## src/rtl/pokey_timer_sequencer.sv

```systemverilog
// POKEY timer sequencer: AUDF shadow registers, AUDCTL clock selection, pair joining and reloads.
// Optional IRQ logic (IRQEN register, irq_n, irq_pending) is enabled by defining POKEY_TIMER_IRQ_EN.
module pokey_timer_sequencer (
    input  logic        clk,
    input  logic        reset_n,
    input  logic        enable_179,
    input  logic        enable_64,
    input  logic        enable_15,
    input  logic        cpu_wr,
    input  logic [3:0]  cpu_addr,
    input  logic [7:0]  cpu_data,
    input  logic [3:0]  underflow,
    output logic [3:0]  timer_enable,
    output logic [3:0]  timer_wr_en,
    output logic [31:0] timer_data,
`ifdef POKEY_TIMER_IRQ_EN
    output logic        irq_n,
    output logic [2:0]  irq_pending,
`endif
    output logic [7:0]  audctl
);

    logic [3:0][7:0] audf_q;
    logic [7:0]      audctl_q;
    logic            run_q;
    logic [3:0]      wr_en_q, wr_en_d;
    logic [31:0]     data_q, data_d;
    logic [3:0]      wr_audf;
    logic            wr_audctl, wr_stimer;
    logic            base;

    always_comb begin
        for (int i = 0; i < 4; i++) begin
            wr_audf[i] = cpu_wr && (cpu_addr == 4'(2 * i));
        end
        wr_audctl = cpu_wr && (cpu_addr == 4'h8);
        wr_stimer = cpu_wr && (cpu_addr == 4'h9);
    end

    always_comb begin
        base            = audctl_q[0] ? enable_15 : enable_64;
        timer_enable[0] = audctl_q[6] ? enable_179   : base;
        timer_enable[1] = audctl_q[4] ? underflow[0] : base;
        timer_enable[2] = audctl_q[5] ? enable_179   : base;
        timer_enable[3] = audctl_q[3] ? underflow[2] : base;
        if (!run_q) begin
            timer_enable = 4'b0000;
        end
    end

    // In a joined pair only the high timer's underflow reloads, and it reloads both halves.
    always_comb begin
        wr_en_d = underflow;
        if (audctl_q[4]) begin
            wr_en_d[1:0] = {2{underflow[1]}};
        end
        if (audctl_q[3]) begin
            wr_en_d[3:2] = {2{underflow[3]}};
        end
        if (wr_stimer) begin
            wr_en_d = 4'b1111;
        end
        data_d = data_q;
        for (int i = 0; i < 4; i++) begin
            if (wr_en_d[i]) begin
                data_d[8*i +: 8] = audf_q[i];
            end
        end
    end

    always_ff @(posedge clk or negedge reset_n) begin
        if (!reset_n) begin
            audf_q   <= '0;
            audctl_q <= 8'h00;
            run_q    <= 1'b0;
            wr_en_q  <= 4'b0000;
            data_q   <= 32'h0;
        end else begin
            run_q   <= 1'b1;
            wr_en_q <= wr_en_d;
            data_q  <= data_d;
            for (int i = 0; i < 4; i++) begin
                if (wr_audf[i]) begin
                    audf_q[i] <= cpu_data;
                end
            end
            if (wr_audctl) begin
                audctl_q <= cpu_data;
            end
        end
    end

    assign timer_wr_en = wr_en_q;
    assign timer_data  = data_q;
    assign audctl      = audctl_q;

`ifdef POKEY_TIMER_IRQ_EN
    logic [7:0] irqen_q;
    logic [2:0] pending_q, pending_d;
    logic       irq_n_q;
    logic       wr_irqen;
    logic [2:0] irq_clr;

    // Clear is applied after set so a same-cycle clear wins.
    always_comb begin
        wr_irqen  = cpu_wr && (cpu_addr == 4'hE);
        irq_clr   = wr_irqen ? ~cpu_data[2:0] : 3'b000;
        pending_d = (pending_q | ({underflow[3], underflow[1], underflow[0]} & irqen_q[2:0]))
                    & ~irq_clr;
    end

    always_ff @(posedge clk or negedge reset_n) begin
        if (!reset_n) begin
            irqen_q   <= 8'h00;
            pending_q <= 3'b000;
            irq_n_q   <= 1'b1;
        end else begin
            pending_q <= pending_d;
            irq_n_q   <= ~|pending_d;
            if (wr_irqen) begin
                irqen_q <= cpu_data;
            end
        end
    end

    assign irq_pending = pending_q;
    assign irq_n       = irq_n_q;
`endif

endmodule

```

## config.mk

```make
export PLATFORM = sky130hd
export DESIGN_NAME = pokey_timer_sequencer
export DESIGN_NICKNAME = d
export VERILOG_FILES = /design/src/rtl/pokey_timer_sequencer.sv
export SDC_FILE = /design/constraint.sdc
export NUM_CORES = 1
export LEC_CHECK = 0
export ABC_AREA = 1
export BUFFER_PORTS_ARGS = -buffer_cell sky130_fd_sc_hd__buf_4
export CORE_MARGIN = 2
export CORE_UTILIZATION = 55
export DETAILED_ROUTE_END_ITERATION = 8
export GPL_ROUTABILITY_DRIVEN = 0
export PLACE_DENSITY = 0.81
export REMOVE_ABC_BUFFERS = 1
export SYNTH_ARGS = -nofsm -noshare
export SYNTH_HDL_FRONTEND = slang
export SYNTH_SLANG_ARGS = --single-unit
```

## constraint.sdc

```tcl
create_clock -name clk -period 1.9 [get_ports clk]
set_input_delay 0.19 -clock clk [delete_from_list [all_inputs] [get_ports clk]]
set_output_delay 0.19 -clock clk [all_outputs]
set_load 0.01 [all_outputs]
```

==> reports/results.ini <==
[route]
viasPerCell=5.11
wl_per_cell_um=14.2
drt_drc_violations_left=0
dr.first_iter.drc_count=183
wl_mm=6.87
vias=2480
drtAntennaViolNets=0
drt_pass1_iterations=5

[clock_tree]
clock-root-buffer=clkbuf_8
clkSinkCount=77
cts_tree=built
clkTransAtPathRegs_ps=70
htree_levels=3
cts_buffers=9
cts_resized=0
clkLatencyLatePin_ps=340
cts_setup_buffers=0
cts_hold_buf=1
cts_buffer_depth=2

[worst_setup_path]
slowest_delay_ps=410
reg2regPathDepth=4
crit_chain=o21ai_0 > o21ai_0 > inv_1 > buf_4
critPathLaunchType=register
crit_path_end_kind=output pin
reg2reg_slack_ps=570
crit_type=register to output pin
r2r_end=timer_data[21]$_DFFE_PN0P_
crit_required_ps=1710
critPathArrivalTime_ps=1410
path_max_fanout=4
crit_top_cell=o21ai_0
crit_slowest_cell=dfrtp_1
r2r-start=audctl[3]$_DFFE_PN0P_

[worst_hold_path]
whs_path_depth=3
hold_class=primary input to register
hold_end=audf_q[24]$_DFFE_PN0P_
worstHoldStart=cpu_data[0]

[timing]
worst_slew_pin_slew_ps=611
fin_crit_ps=1600
clock_skew_ps=7.15
setup_viol=0
slew_violations=0
maxSlewHeadroom_pct=59.2
post-route-period-util_pct=84.0
hold_viol_final=0
finalSetupTns_ps=0
rsz0062_at_grt=false
max_freq_ghz=0.626
hold-worst-slack_ps=72.5

[pwr]
ir_worst_vdd_mv=0.583
power.leakage_uw=0.00212
cellPowerDensity_nw_per_um2=1150

[synthesis]
synthArstFlopShare_pct=100
ys.flop_type=dfrtp_1
synth_seq_cells=77
netlist_area_um2=3100
synth_top_area_share_pct=62.1
synthCells=331
yosysSeqAreaShare_pct=62.1
synth_area_per_cell_um2=9.37
synth.most_common_cell=nand2_1
synth_area_leaders=dfrtp_1 (62%), nand2_1 (15%), o21ai_0 (6.0%)
synth_common_cells=nand2_1 (125), dfrtp_1 (77), o21ai_0 (37)
synth_area_leader_cell=dfrtp_1
yosysWarnings=0
synth_edf_count=0
synth.distinct_cells=16

[global_routing]
grt_pass1_vias=2440
grt_overflow=0
grt_max_degree=41
grt.total_usage_pct=24.8
grt_pass1_wl_mm=11.8
antenna_found_initial=0

[status]
status=finished clean

[floorplan]
start_util_pct=56.7
io_pins=70
die_h_um=79.1
rows=27
coreArea_um2=5470
fp.dieW_um=79.1
die-area_um2=6260

[place]
io_buffers=69
dp_hpwl_mm=4.85

[cells_and_area]
final_nets=430
layout-drive-gt1-share_pct=25.4
antenna_cells=0
post-route-util_pct=71.0
fill_cells=425
area_growth_pct=25.3

[job]
cap_violations=0

==> through the flow <==
stage	area [um2]	power (uW)	setup WS, ps	cells
after floorplan	3020	2670	772	324
after global placement	3670	3190	482	468
after detailed placement	3670	3230	411	468
after CTS	3890	4510	289	485
after global routing	3890	4750	168	485
final	3890	4490	303	485
==> routing by layer <==
metal / wire length [um] / GRT usage [%] / up-vias
met5: 0 / 0 / -
met4: 69 / 8.28 / 0
met3: 368 / 4.43 / 4
met2: 3350 / 38.1 / 77
met1: 3070 / 36.2 / 1183
li1: - / - / 1216
==> worst max path at each step <==
| stage | start | end | slack [ps] | cells past startpoint |
|---|---|---|---|---|
| final | audctl[0]$_DFFE_PN0P_ | timer_enable[3] | 300 | 4 |
| after global routing | audctl[0]$_DFFE_PN0P_ | timer_enable[1] | 170 | 4 |
| after CTS | audctl[0]$_DFFE_PN0P_ | timer_enable[3] | 290 | 4 |
| after detailed placement | cpu_wr | timer_data[12]$_DFFE_PN0P_ | 410 | 7 |
| after global placement | cpu_wr | timer_data[15]$_DFFE_PN0P_ | 480 | 7 |
| after floorplan | audctl[4]$_DFFE_PN0P_ | timer_data[0]$_DFFE_PN0P_ | 770 | 4 |
==> cells by family after synthesis <==
group	share of synthesized area, %
flip-flops	62.1
buffers and inverters	5.32
AO/OA/AOI/OAI	9.44
other	0.121
AND/OR/NAND/NOR	23.0
==> layout make-up <==
| class | instances | area (um2) | area share (%) |
|---|---|---|---|
| clock inverter | 3 | 42.5 | 1.09 |
| inverter | 23 | 86.3 | 2.22 |
| sequential | 77 | 1930 | 49.6 |
| clock buffer | 13 | 169 | 4.35 |
| multi-input combinational | 224 | 1010 | 26.0 |
| tap | 72 | 90.1 | 2.32 |
| timing repair buffer | 73 | 563 | 14.5 |
==> where the power goes <==
group / leakage [uW] / total, uW / internal [uW] / switching (uW)
Combinational: 0.00103 / 1000 / 480 / 521
Clock: 0.000106 / 1280 / 713 / 571
Sequential: 0.000979 / 2200 / 1980 / 215
Total: 0.00212 / 4490 / 3180 / 1310
==> worst max-delay path: cells and delay by family, from the launching register on <==
family	cells	cell delay [ps]
flip-flops	1	410
buffers and inverters	2	180
AO/OA/AOI/OAI	2	470
==> sequential cells by signal (all words and copies together), names as in the netlist <==
name / count
timer_data: 32
audctl: 8
run_q: 1
audf_q: 32
timer_wr_en: 4
==> cells in the final DEF, fill, tap and decap left out, drive strengths merged <==
master,count
bufinv,1
nand3b,1
nand2,130
clkinvlp,1
inv,21
dfrtp,77
nand3,34
o21ai,47
nor2,7
clkbuf,13
clkinv,3
buf,72
dlygate4sd3,1
conb,1
a21oi,4
No activity file was read; power rests on OpenSTA's default activity.
